### src/rtl/uart_mmio_pkg.sv
// uart_mmio_pkg
//   Shared definitions for the UART MMIO bridge:
//   - register word indices (compared against Addr[3:2])
//   - STATUS and CTRL bit positions
//   - CTRL reset value
//   - helper that packs the STATUS read word
package uart_mmio_pkg;

    // Register word index within the 16-byte window (Addr[3:2]).
    localparam logic [1:0] OFS_TXDATA = 2'd0;  // byte offset 0x0
    localparam logic [1:0] OFS_RXDATA = 2'd1;  // byte offset 0x4
    localparam logic [1:0] OFS_STATUS = 2'd2;  // byte offset 0x8
    localparam logic [1:0] OFS_CTRL   = 2'd3;  // byte offset 0xC

    // STATUS bit positions.
    localparam int ST_TX_FULL    = 0;
    localparam int ST_TX_EMPTY   = 1;
    localparam int ST_RX_EMPTY   = 2;
    localparam int ST_RX_FULL    = 3;
    localparam int ST_RX_OVERRUN = 4;
    localparam int ST_TX_DROP    = 5;

    // CTRL bit positions.
    localparam int CTRL_TX_EN     = 0;
    localparam int CTRL_RX_EN     = 1;
    localparam int CTRL_RX_IRQ_EN = 2;
    localparam int CTRL_TX_IRQ_EN = 3;

    // Both engines enabled, interrupts masked.
    localparam logic [3:0] CTRL_RESET = 4'b0011;

    // Assemble the 32-bit STATUS read word from the individual flags.
    function automatic logic [31:0] pack_status(
        input logic tx_full,
        input logic tx_empty,
        input logic rx_empty,
        input logic rx_full,
        input logic rx_overrun,
        input logic tx_drop
    );
        logic [31:0] s;
        s = 32'd0;
        s[ST_TX_FULL]    = tx_full;
        s[ST_TX_EMPTY]   = tx_empty;
        s[ST_RX_EMPTY]   = rx_empty;
        s[ST_RX_FULL]    = rx_full;
        s[ST_RX_OVERRUN] = rx_overrun;
        s[ST_TX_DROP]    = tx_drop;
        return s;
    endfunction

endpackage

### src/rtl/sync_fifo.sv
// sync_fifo
//   Single-clock FIFO with a combinational head output.
//   Ports:
//     clk    in   rising-edge clock
//     reset  in   asynchronous active-high reset (pointers only)
//     push   in   write din; dropped when full unless pop is accepted too
//     pop    in   advance head; ignored when empty
//     din    in   WIDTH-bit write data
//     dout   out  WIDTH-bit head entry (valid only when !empty)
//     full   out  DEPTH entries held
//     empty  out  no entries held
//   Pointers carry one extra wrap bit so full and empty are distinguishable
//   without a separate count.
module sync_fifo #(
    parameter int WIDTH = 8,
    parameter int DEPTH = 8
) (
    input  logic             clk,
    input  logic             reset,
    input  logic             push,
    input  logic             pop,
    input  logic [WIDTH-1:0] din,
    output logic [WIDTH-1:0] dout,
    output logic             full,
    output logic             empty
);

    localparam int AW = $clog2(DEPTH);

    logic [WIDTH-1:0] mem_q [DEPTH];
    logic [AW:0]      wr_ptr_q, wr_ptr_d;
    logic [AW:0]      rd_ptr_q, rd_ptr_d;
    logic             do_push, do_pop;

    assign empty = (wr_ptr_q == rd_ptr_q);
    assign full  = (wr_ptr_q[AW] != rd_ptr_q[AW]) &&
                   (wr_ptr_q[AW-1:0] == rd_ptr_q[AW-1:0]);

    // A pop in the same cycle frees a slot, so a push into a full FIFO is
    // still accepted then.
    assign do_pop  = pop && !empty;
    assign do_push = push && (!full || do_pop);

    always_comb begin
        wr_ptr_d = wr_ptr_q;
        rd_ptr_d = rd_ptr_q;
        if (do_push) wr_ptr_d = wr_ptr_q + 1'b1;
        if (do_pop)  rd_ptr_d = rd_ptr_q + 1'b1;
    end

    always_ff @(posedge clk or posedge reset) begin
        if (reset) begin
            wr_ptr_q <= '0;
            rd_ptr_q <= '0;
        end else begin
            wr_ptr_q <= wr_ptr_d;
            rd_ptr_q <= rd_ptr_d;
        end
    end

    // Storage is not reset; empty/full come from the pointers alone.
    always_ff @(posedge clk) begin
        if (do_push) mem_q[wr_ptr_q[AW-1:0]] <= din;
    end

    assign dout = mem_q[rd_ptr_q[AW-1:0]];

endmodule

### src/rtl/uart_mmio_bridge.sv
// uart_mmio_bridge
//   Memory-mapped bridge between the core data-memory port and the UART
//   TX/RX engines. Decodes a 16-byte window at BASE_ADDR:
//     0x0 TXDATA (W push), 0x4 RXDATA (R pop), 0x8 STATUS (R, W1C [5:4]),
//     0xC CTRL (RW [3:0]).
//   Ports:
//     clk, reset          clock, asynchronous active-high reset
//     Addr, WriteData     core address / store data
//     MemWrite[1:0]       non-zero = store (width ignored)
//     MemRead             load strobe; pops RXDATA
//     sel, RdData         window hit and read data (combinational)
//     tx_data, tx_valid,  byte stream to TX engine (valid/ready)
//     tx_ready
//     rx_data, rx_valid   byte pulses from RX engine
//     irq                 level interrupt
module uart_mmio_bridge
    import uart_mmio_pkg::*;
#(
    parameter logic [31:0] BASE_ADDR = 32'h0000_0400,
    parameter int          TX_DEPTH  = 8,
    parameter int          RX_DEPTH  = 8
) (
    input  logic        clk,
    input  logic        reset,
    input  logic [31:0] Addr,
    input  logic [31:0] WriteData,
    input  logic [1:0]  MemWrite,
    input  logic        MemRead,
    output logic        sel,
    output logic [31:0] RdData,
    output logic [7:0]  tx_data,
    output logic        tx_valid,
    input  logic        tx_ready,
    input  logic [7:0]  rx_data,
    input  logic        rx_valid,
    output logic        irq
);

    logic [3:0] ctrl_q, ctrl_d;
    logic       rx_overrun_q, rx_overrun_d;
    logic       tx_drop_q, tx_drop_d;

    logic       is_store, is_load;
    logic [1:0] ofs;
    logic       tx_push, tx_pop, rx_push, rx_pop;
    logic       tx_full, tx_empty, rx_full, rx_empty;
    logic [7:0] tx_head, rx_head;
    logic       ctrl_wr, status_wr;

    // Bits of the core bus that this block never looks at.
    logic       unused_bits;
    assign unused_bits = ^{Addr[1:0], WriteData[31:8]};

    assign sel = (Addr[31:4] == BASE_ADDR[31:4]);
    assign ofs = Addr[3:2];

    // A cycle with both strobes is a store: it never pops RXDATA.
    assign is_store = sel && (MemWrite != 2'b00);
    assign is_load  = sel && MemRead && (MemWrite == 2'b00);

    assign ctrl_wr   = is_store && (ofs == OFS_CTRL);
    assign status_wr = is_store && (ofs == OFS_STATUS);

    // TX path: tx_valid depends only on registered state, so a byte stored
    // this cycle is offered to the engine from the next cycle on.
    assign tx_valid = !tx_empty && ctrl_q[CTRL_TX_EN];
    assign tx_pop   = tx_valid && tx_ready;
    assign tx_push  = is_store && (ofs == OFS_TXDATA);
    assign tx_data  = tx_valid ? tx_head : 8'h00;

    // RX path: disabled receiver ignores bytes silently.
    assign rx_push = rx_valid && ctrl_q[CTRL_RX_EN];
    assign rx_pop  = is_load && (ofs == OFS_RXDATA);

    sync_fifo #(.WIDTH(8), .DEPTH(TX_DEPTH)) u_tx_fifo (
        .clk   (clk),
        .reset (reset),
        .push  (tx_push),
        .pop   (tx_pop),
        .din   (WriteData[7:0]),
        .dout  (tx_head),
        .full  (tx_full),
        .empty (tx_empty)
    );

    sync_fifo #(.WIDTH(8), .DEPTH(RX_DEPTH)) u_rx_fifo (
        .clk   (clk),
        .reset (reset),
        .push  (rx_push),
        .pop   (rx_pop),
        .din   (rx_data),
        .dout  (rx_head),
        .full  (rx_full),
        .empty (rx_empty)
    );

    // Sticky flags: a new event in the same cycle as a clear wins, so no
    // loss is ever hidden from firmware.
    always_comb begin
        ctrl_d       = ctrl_q;
        rx_overrun_d = rx_overrun_q;
        tx_drop_d    = tx_drop_q;
        if (ctrl_wr) ctrl_d = WriteData[3:0];
        if (status_wr && WriteData[ST_RX_OVERRUN]) rx_overrun_d = 1'b0;
        if (status_wr && WriteData[ST_TX_DROP])    tx_drop_d    = 1'b0;
        // rx_full implies non-empty, so rx_pop alone means a slot is freed.
        if (rx_push && rx_full && !rx_pop) rx_overrun_d = 1'b1;
        if (tx_push && tx_full && !tx_pop) tx_drop_d    = 1'b1;
    end

    always_ff @(posedge clk or posedge reset) begin
        if (reset) begin
            ctrl_q       <= CTRL_RESET;
            rx_overrun_q <= 1'b0;
            tx_drop_q    <= 1'b0;
        end else begin
            ctrl_q       <= ctrl_d;
            rx_overrun_q <= rx_overrun_d;
            tx_drop_q    <= tx_drop_d;
        end
    end

    always_comb begin
        RdData = 32'd0;
        if (sel) begin
            case (ofs)
                OFS_RXDATA: RdData = rx_empty ? 32'd0 : {24'd0, rx_head};
                OFS_STATUS: RdData = pack_status(tx_full, tx_empty, rx_empty,
                                                 rx_full, rx_overrun_q, tx_drop_q);
                OFS_CTRL:   RdData = {28'd0, ctrl_q};
                default:    RdData = 32'd0;
            endcase
        end
    end

    assign irq = (ctrl_q[CTRL_RX_IRQ_EN] && !rx_empty) ||
                 (ctrl_q[CTRL_TX_IRQ_EN] && tx_empty);

endmodule

### config.mk
export PLATFORM = sky130hd
export DESIGN_NAME = uart_mmio_bridge
export DESIGN_NICKNAME = d
export VERILOG_FILES = /design/src/rtl/uart_mmio_pkg.sv /design/src/rtl/sync_fifo.sv /design/src/rtl/uart_mmio_bridge.sv
export SDC_FILE = /design/constraint.sdc
export NUM_CORES = 1
export LEC_CHECK = 0
export BUFFER_PORTS_ARGS = -buffer_cell sky130_fd_sc_hd__clkbuf_2
export CORE_MARGIN = 1.5
export CORE_UTILIZATION = 40
export DETAILED_ROUTE_END_ITERATION = 10
export PLACE_DENSITY = 0.62
export SYNTH_ARGS = -nofsm -noshare
export SYNTH_HDL_FRONTEND = slang
export SYNTH_SLANG_ARGS = --single-unit
export TNS_END_PERCENT = 20
### constraint.sdc
create_clock -name clk -period 3.35 [get_ports clk]
set_input_delay 0.67 -clock clk [delete_from_list [all_inputs] [get_ports clk]]
set_output_delay 0.67 -clock clk [all_outputs]
set_load 0.02 [all_outputs]
==> reports/results.txt, run 1 <==
Placed cell area = 7160 µm²
Number of synthesized flops with an enable pin = 128
H-tree levels = 4
RSZ-0062 raised after global routing = false
Setup_tns = 0 ps
# setup viols final = 0
Pwr dens = 530 nW/µm²
Cell area after synthesis = 6550 µm²
Root Buffer = clkbuf_16
CTS max path bufs = 2
Non-Filler Instances = 704
FF-to-FF End = u_tx_fifo.mem_q[7][1]
Ys flop type = edfxtp_1
Hold Crit Class = input pin to asynchronous set/reset pin
PortBufs = 71
Critical path class = register to primary output
Initial antenna violation count = 0
Number of max-cap violations = 0
Cts bufs inserted = 17
Pin count of the biggest net entering global routing = 23
Busiest layer in global routing = met2
Proportion of layout cells with a drive suffix above 1 = 0.365
Flop2flop setup slack = 980 ps
Clk_skew = 8.13 ps
Fin crit share = 0.950
Setup crit end kind = primary output
Final Slew Violations = 0
HPWL Detailed = 8.52 mm
Die width = 131 µm
Grt met3 use = 0.0415
Vias in the first global route = 3450
Post-CTS Setup Bufs = 0
Vias per cell = 4.94
Grt total ovfl = 0
Worst-Skew Late Latency = 420 ps
Leading area contributor after synthesis = edfxtp_1
Area Growth Syn to Fin = 18.9%
Fin crit period = 3180 ps
Nets = 558
# DRC = 0
Clk sinks = 150
Overall Global Routing Usage = 0.158
Via Count = 3478
CORE AREA = 15900 µm²
R2R Path Start = u_tx_fifo.wr_ptr_q[0]
CP Max Fanout = 11
Row count = 46
# hold bufs at CTS = 0
Synth unique cells = 49
FF+latch area = 4400 µm²
I/O pins = 122
Post-route ant nets = 0
Routing usage on met1 = 0.190
Placed Instances = 672
Clock-pin slew on the worst setup and hold paths = 60 ps
First-pass GRT wire length = 19.1 mm
Register area share after synthesis = 0.671
Drt first pass iters = 7
Final instance area = 7790 µm²
Die H = 131 µm
Fmax = 314 MHz
Final hold viol count = 0
Filler cell count = 1374
Syn_area_per_cell = 17.1 µm²
Inserted Diodes = 0
P_leak = 2.85 nW
YS warnings = 0
Rel. slew slack = 0.422
Routed WL = 12.7 mm
Startpoint Class = register
Cells after Synth = 384
Share of the synthesized area in the top cell type = 0.586
Measured slew at the worst slew-check pin = 866 ps
Die ar. = 17200 µm²
Reg2Reg Depth = 5
CTS tree = done
Post-synth ARST share = 0.147
Multi-input logic area = 1960 µm²
Outcome = finished, final reports clean
Synthesized flop and latch total = 150
Initial Utilization = 0.411
Wire length per cell = 18.0 µm
Post_cts resized = 0
Crit path DAT = 2510 ps
Routability congestion estimate from global placement = 0.809
M2 GR Usage = 0.276
Critical Path RT = 2680 ps
Top cells by area, synth = edfxtp_1 (59%), mux4_2 (11%), dfrtp_1 (7.6%)
Drt first-iter violations = 235
VDD IR max = 467 µV
==> worst max-delay path by stage <==
stage                                from                    end  slack, ps  cells after the start
floorplan                        Addr[14]  u_rx_fifo.mem_q[4][0]        270                      5
global placement                  Addr[6]              RdData[0]        500                      6
detailed placement               Addr[27]  u_tx_fifo.mem_q[7][4]        520                      6
CTS                 u_rx_fifo.rd_ptr_q[0]              RdData[3]        140                      7
global route        u_rx_fifo.rd_ptr_q[0]              RdData[3]         50                      7
finish              u_rx_fifo.wr_ptr_q[1]              RdData[1]        170                      6
==> worst max-delay path: stages, from the launching register on <==
cell	delay, ps
dfrtp_1	510
xor2_1	240
or4b_1	690
nand2_1	180
o221ai_1	130
and2_1	190
clkbuf_2	150
==> power breakdown <==
part	internal, mW	total (mW)	switching, mW
Clock	1.26	2.01	0.752
Combinational	0.0260	0.0912	0.0653
Sequential	2.03	2.03	0.0000000328
==> cells in the final DEF (no fill, tap or decap), types with 3 or more instances in the layout <==
cell type and n:
a21oi_1 4, and2_1 3, buf_4 21, bufinv_16 4, clkbuf_16 17, clkbuf_2 71, clkinv_4 3, conb_1 24
dfrtp_1 20, edfxtp_1 128, ha_1 4, inv_1 6, inv_6 3, mux2_1 4, mux2_2 9, mux2i_1 11
mux4_2 32, nand2_1 21, nand2b_1 4, nand3_1 9, nor2_1 17, nor3_1 7, nor4_1 8, nor4b_2 4
xnor2_1 11, xor2_1 9
==> state kept, by name, indices dropped and copies added, names as in the netlist <==
signal / count
u_tx_fifo.mem_q: 64
tx_drop_q: 1
u_rx_fifo.rd_ptr_q: 4
ctrl_q: 4
u_rx_fifo.mem_q: 64
u_tx_fifo.wr_ptr_q: 4
rx_overrun_q: 1
u_tx_fifo.rd_ptr_q: 4
u_rx_fifo.wr_ptr_q: 4
==> layer usage <==
layer	share of wire	vias up
met5	0	-
met4	0.011	0
met3	0.031	10
met2	0.55	57
met1	0.41	1782
li1	-	1629
==> kinds of logic (layout without fill, tap and decap cells) <==
logic type / after synthesis / in the layout / share of synthesized area
simple gates: 87 / 87 / 0.0750
buf+inv: 49 / 130 / 0.0464
other cells: 1 / 24 / 0.000572
compound gates: 17 / 17 / 0.0237
xor+xnor: 20 / 20 / 0.0267
mux: 56 / 56 / 0.149
flops: 150 / 150 / 0.671
fa+ha+maj: 4 / 4 / 0.00764
==> stage by stage <==
step                 util  hold slack (ps)  total power [mW]  worst slack, ps
floorplan               -              462              2.13              269
global placement    0.449              477              2.15              505
detailed placement  0.449              477              2.16              516
CTS                 0.489              454              4.16              138
global route        0.489              495              4.26             49.1
finish              0.489              421              4.13              167
==> synth_stat cells, drive strengths merged, types with 3 or more instances <==
library cell    n
and2            3
clkbuf          6
mux4           32
inv             6
nor4            9
ha              4
buf            37
dfrtp          20
edfxtp        128
nor3            9
nor4b           4
xor2            9
o21ai           3
nor2           17
xnor2          11
nand2          21
nand2b          4
nand3           9
mux2           13
a21oi           4
mux2i          11
==> cell type report <==
class | instances | share of cell area
multi-input combinational | 208 | 0.251
timing repair buffer | 92 | 0.0659
clock buffer | 19 | 0.0556
tap | 216 | 0.0347
clock inverter | 13 | 0.0252
inverter | 6 | 0.00289
sequential | 150 | 0.564
Power figures use the tool's default switching activity.
==> inputs of run 2 (changes only) <==
PLACE_DENSITY = default   (was 0.62)
PLACE_DENSITY_LB_ADDON = 0.2   (was default)
==> run 2 against run 1 <==
Via count rose by 1.1%. First-iteration DRC count rose by 11%. Clock power fell by 6%.
==> reports/results.txt, run 2 (synthesis results as in run 1) <==
Clk_skew = 11.3 ps (+3.21 ps)
Root Buffer = clkbuf_16
CTS max path bufs = 2 (unchanged)
Vias in the first global route = 3564 (+3.3%)
R2R Path Start = u_tx_fifo.rd_ptr_q[0]
Most frequent cells in the layout = edfxtp_1 (128), clkbuf_2 (71), mux4_2 (32)
CP Max Fanout = 11 (unchanged)
Fin crit share = 0.965 (+0.0149)
Row count = 46 (unchanged)
Multi-input logic area = 1960 µm² (unchanged)
HPWL Detailed = 8.92 mm (+4.6%)
Initial antenna violation count = 0 (unchanged)
Post-CTS Setup Bufs = 0 (unchanged)
# DRC = 0 (unchanged)
Die width = 131 µm (unchanged)
P_leak = 2.83 nW (-0.82%)
Worst Setup SP = u_rx_fifo.wr_ptr_q[1]
Placed Instances = 672 (unchanged)
Drt first-iter violations = 261 (+11%)
Proportion of layout cells with a drive suffix above 1 = 0.363 (-0.00205)
Wire length per cell = 19.1 µm (+5.8%)
CTS tree = done
FF+latch area = 4400 µm² (unchanged)
Final instance area = 7740 µm² (-0.58%)
Vias per cell = 5.00 (+1.1%)
Number of max-cap violations = 0 (unchanged)
RSZ-0062 raised after global routing = false
VDD IR max = 358 µV (-23%)
Fin crit period = 3230 ps (+49.9 ps)
Routed WL = 13.4 mm (+5.8%)
CORE AREA = 15900 µm² (unchanged)
PortBufs = 71 (unchanged)
Die ar. = 17200 µm² (unchanged)
Critical path class = register to primary output
Setup_tns = 0 ps (unchanged)
Critical Path RT = 2680 ps (about the same)
Pwr dens = 516 nW/µm² (-2.7%)
# hold bufs at CTS = 0 (unchanged)
Clk sinks = 150 (unchanged)
Post-route ant nets = 0 (unchanged)
Crit path DAT = 2560 ps (+50 ps)
Outcome = finished, final reports clean
Routability congestion estimate from global placement = 0.786 (-2.9%)
Filler cell count = 1377 (+0.22%)
Post-layout utilization of the core = 0.486 (-0.00283)
Drt first pass iters = 4 (-3)
I/O pins = 122 (unchanged)
WP buf/inv = 1 (unchanged)
# setup viols final = 0 (unchanged)
Crit-path cells = xor2_1 > or4b_1 > nand2_1 > o221ai_1 > and2_1 > clkbuf_2
Critical path's slowest cell = or4b_1
Die H = 131 µm (unchanged)
Measured slew at the worst slew-check pin = 917 ps (+51.3 ps)
Post_cts resized = 0 (unchanged)
Hold Crit Class = input pin to asynchronous set/reset pin
CP delay by family, top = simple AND/OR/NAND/NOR gates
Inserted Diodes = 0 (unchanged)
Area Growth Syn to Fin = 18.2%
Worst-Skew Late Latency = 420 ps (about the same)
Rel. slew slack = 0.388 (-0.0342)
Clock-pin slew on the worst setup and hold paths = 60 ps (about the same)
First-pass GRT wire length = 20.2 mm (+5.3%)
H-tree levels = 4 (unchanged)
Non-Filler Instances = 704 (unchanged)
Startpoint Class = register
Initial Utilization = 0.411 (unchanged)
Pin count of the biggest net entering global routing = 23 (unchanged)
Grt total ovfl = 0 (unchanged)
CP peak stage delay = 670 ps (-20 ps)
Nets = 558 (unchanged)
Setup crit end kind = primary output
Placed cell area = 7160 µm² (unchanged)
Overall Global Routing Usage = 0.168 (+0.00967)
Fmax = 309 MHz (-1.5%)
Final Slew Violations = 0 (unchanged)
Final hold viol count = 0 (unchanged)
Via Count = 3517 (+1.1%)
Cts bufs inserted = 17 (unchanged)
Commonest non-fill, non-tap cell in the layout = edfxtp_1
==> run 2: final cells by class <==
type	count	area share
Clock buffer	21	0.0595
Clock inverter	11	0.0160
Inverter	6	0.00291
Multi-Input combinational cell	208	0.253
Sequential cell	150	0.568
Tap cell	216	0.0349
Timing Repair Buffer	92	0.0662
==> run 2: worst reg2reg max path: cells and delay by family, from the launching register on <==
family                 cells  cell delay [ps]
AO/OA/AOI/OAI              1              560
buffers and inverters      1              400
flip-flops                 1              650
XOR/XNOR                   1              280
AND/OR/NAND/NOR            2              350
==> run 2: stage by stage <==
step | power (mW) | setup slack, ps | hold WS (ps)
after detailed placement | 2.16 | 347 | 478
after floorplan | 2.13 | 269 | 462
after global routing | 4.11 | 1.23 | 494
after global placement | 2.16 | 395 | 477
final | 4.00 | 117 | 419
after CTS | 4.02 | 80.6 | 448
==> run 2: worst paths after layout <==
check	slack (ps)	cells past startpoint	to
max	120	6	RdData[1]
min	420	2	u_rx_fifo.wr_ptr_q[2]
max reg2reg	740	5	u_tx_fifo.mem_q[7][5]
min reg2reg	490	1	u_tx_fifo.rd_ptr_q[3]
max in group asynchronous	2360	2	u_tx_fifo.rd_ptr_q[1]
min in group clk	490	1	u_tx_fifo.rd_ptr_q[3]
==> run 2: report_power, final <==
part           internal [mW]  switching (mW)  total [mW]
Sequential              2.03    0.0000000320        2.03
Clock                   1.14           0.741        1.88
Combinational         0.0260          0.0670      0.0930
==> run 2: per-layer routing <==
layer / wire length, µm / global-route usage / vias up
li1: - / - / 1630
met3: 597 / 0.0464 / 11
met2: 6570 / 0.270 / 96
met1: 6110 / 0.225 / 1780
met5: 0 / 0 / -
met4: 151 / 0.0485 / 0
==> inputs of run 3 (changes only) <==
CORE_UTILIZATION = 55   (was 40)
==> run 3 against run 2 <==
The run now ends with DRC left. Sequential cell count did not move. Clock skew fell by 4.6 ps. First-iteration DRC count fell by 9.2%. Non-clock buffer count rose by 1. Worst setup slack got worse by 34 ps. Wire length fell by 8.0%. Sequential share of layout area rose by 0.70 points. Count of clock-buffer cells in the layout rose by 7. Highest routed layer unchanged. Final cell count fell by 10%. Clock power fell by 5%. Die area fell by 27%.
==> reports/results.txt, run 3 (synthesis results as in run 1) <==
Outcome = finished with violations
Failing checks = DRC
R2R Path Start = u_tx_fifo.wr_ptr_q[0]
Dpl ws = 430 ps (+83.4 ps)
Root Buffer = clkbuf_16
CTS max path bufs = 2 (unchanged)
P_int = 3.17 mW (-0.53%)
CTS tree = done
Post-CTS Setup Bufs = 0 (unchanged)
Critical path class = register to primary output
H-tree levels = 4 (unchanged)
HPWL Detailed = 8.52 mm (-4.5%)
Nets = 559 (+0.18%)
Routability congestion estimate from global placement = 0.826 (+5.1%)
I/O pins = 122 (unchanged)
Initial antenna violation count = 0 (unchanged)
Clk_skew = 6.77 ps (-4.57 ps)
Setup crit end kind = primary output
Pin count of the biggest net entering global routing = 23 (unchanged)
Setup_tns = 0 ps (unchanged)
Post-route ant nets = 0 (unchanged)
Sequential share of power = 0.520 (+0.013)
Proportion of layout cells with a drive suffix above 1 = 0.362 (-0.000742)
Startpoint Class = register
Commonest non-fill, non-tap cell in the layout = edfxtp_1
Clk sinks = 150 (unchanged)
Post_cts resized = 0 (unchanged)
Fmax = 306 MHz (-1.0%)
Most frequent cells in the layout = edfxtp_1 (128), clkbuf_2 (71), mux4_2 (32)
Die H = 112 µm (-14%)
Clock-pin slew on the worst setup and hold paths = 60 ps (about the same)
Clock power frac = 0.457 (-0.012)
Drt first pass iters = 8 (+4)
P_leak = 2.83 nW (+0.14%)
Via Count = 3576 (+1.7%)
Setup ws final = 82.8 ps (-34.0 ps)
CORE AREA = 11500 µm² (-28%)
Overall Global Routing Usage = 0.211 (+0.0432)
VDD IR max = 304 µV (-15%)
Hold slack = 425 ps (+5.55 ps)
Area Growth Syn to Fin = 16.7%
Rel. slew slack = 0.411 (+0.0230)
Die width = 112 µm (-14%)
Worst-Skew Late Latency = 410 ps (about the same)
Die ar. = 12600 µm² (-27%)
Routed WL = 12.4 mm (-8.0%)
Row count = 39 (-15%)
FF-to-FF End = u_tx_fifo.mem_q[3][1]
Vias in the first global route = 3754 (+5.3%)
Crit path DAT = 2600 ps (+40 ps)
RSZ-0062 raised after global routing = false
Pwr dens = 510 nW/µm² (-1.1%)
Critical Path RT = 2680 ps (about the same)
Fin crit share = 0.975 (+0.0101)
Final Slew Violations = 0 (unchanged)
PortBufs = 71 (unchanged)
Hold Crit Class = input pin to asynchronous set/reset pin
Number of max-cap violations = 0 (unchanged)
Drt first-iter violations = 237 (-9.2%)
Fin crit period = 3270 ps (+34.0 ps)
Wire length per cell = 19.6 µm (+2.5%)
Vias per cell = 5.66 (+13%)
First-pass GRT wire length = 19.5 mm (-3.4%)
Switching share of power = 0.187 (-0.0147)
Comb power frac = 0.024 (about the same)
Grt total ovfl = 0 (unchanged)
# DRC = 5 (+5)
Final hold viol count = 0 (unchanged)
# setup viols final = 0 (unchanged)
Inserted Diodes = 0 (unchanged)
Measured slew at the worst slew-check pin = 883 ps (-34.5 ps)
Cts bufs inserted = 17 (unchanged)
CP Max Fanout = 11 (unchanged)
P_sw = 731 µW (-9.4%)
# hold bufs at CTS = 0 (unchanged)
Reg2Reg Depth = 6 (+1)
Initial Utilization = 0.569 (+0.158)
Flop2flop setup slack = 1090 ps (+350 ps)
-- run 3: through the flow --
step | cell area (µm²) | util | std cells | power, mW
after global placement | 7090 | 0.616 | 600 | 2.15
after floorplan | 6640 | - | 407 | 2.13
final | 7650 | 0.664 | 632 | 3.90
after global routing | 7650 | 0.664 | 632 | 4.00
after detailed placement | 7090 | 0.616 | 600 | 2.16
after CTS | 7650 | 0.664 | 632 | 3.93
-- run 3: worst max-delay path, stage by stage, from the launching register on --
cell	delay, ps
dfrtp_1	510
xor2_1	240
or4b_1	680
nand2_1	240
o221ai_1	170
and2_1	190
clkbuf_2	150
-- run 3: layout make-up --
type	instances	area, µm²
Fill cell	794	3860
Sequential cell	150	4400
Multi-Input combinational cell	208	1970
Clock inverter	4	45.0
Clock buffer	28	517
Tap cell	143	179
Timing Repair Buffer	93	520
Inverter	6	22.5
-- run 3: worst max path at each step --
stage                           from                     to
2_1_floorplan               Addr[14]  u_rx_fifo.mem_q[4][0]
3_3_place_gp                Addr[13]              RdData[6]
6_report       u_rx_fifo.wr_ptr_q[1]              RdData[1]
5_1_grt        u_rx_fifo.wr_ptr_q[1]              RdData[1]
3_5_place_dp                Addr[14]              RdData[7]
4_1_cts        u_rx_fifo.wr_ptr_q[1]              RdData[1]
-- run 3: power by group through the flow --
| stage | registers, mW | logic [mW] | clock network (mW) |
|---|---|---|---|
| 2_1_floorplan | 2.07 | 0.0607 | 0 |
| 3_3_place_gp | 2.07 | 0.0879 | 0 |
| 3_5_place_dp | 2.07 | 0.0925 | 0 |
| 4_1_cts | 2.03 | 0.0926 | 1.81 |
| 5_1_grt | 2.03 | 0.103 | 1.88 |
| 6_report | 2.03 | 0.0927 | 1.78 |
-- run 3: metal layers --
| layer | routed length (µm) | track usage |
|---|---|---|
| met1 | 5460 | 0.293 |
| met2 | 5960 | 0.332 |
| met4 | 208 | 0.0768 |
| met5 | 0 | 0 |
| met3 | 736 | 0.0513 |
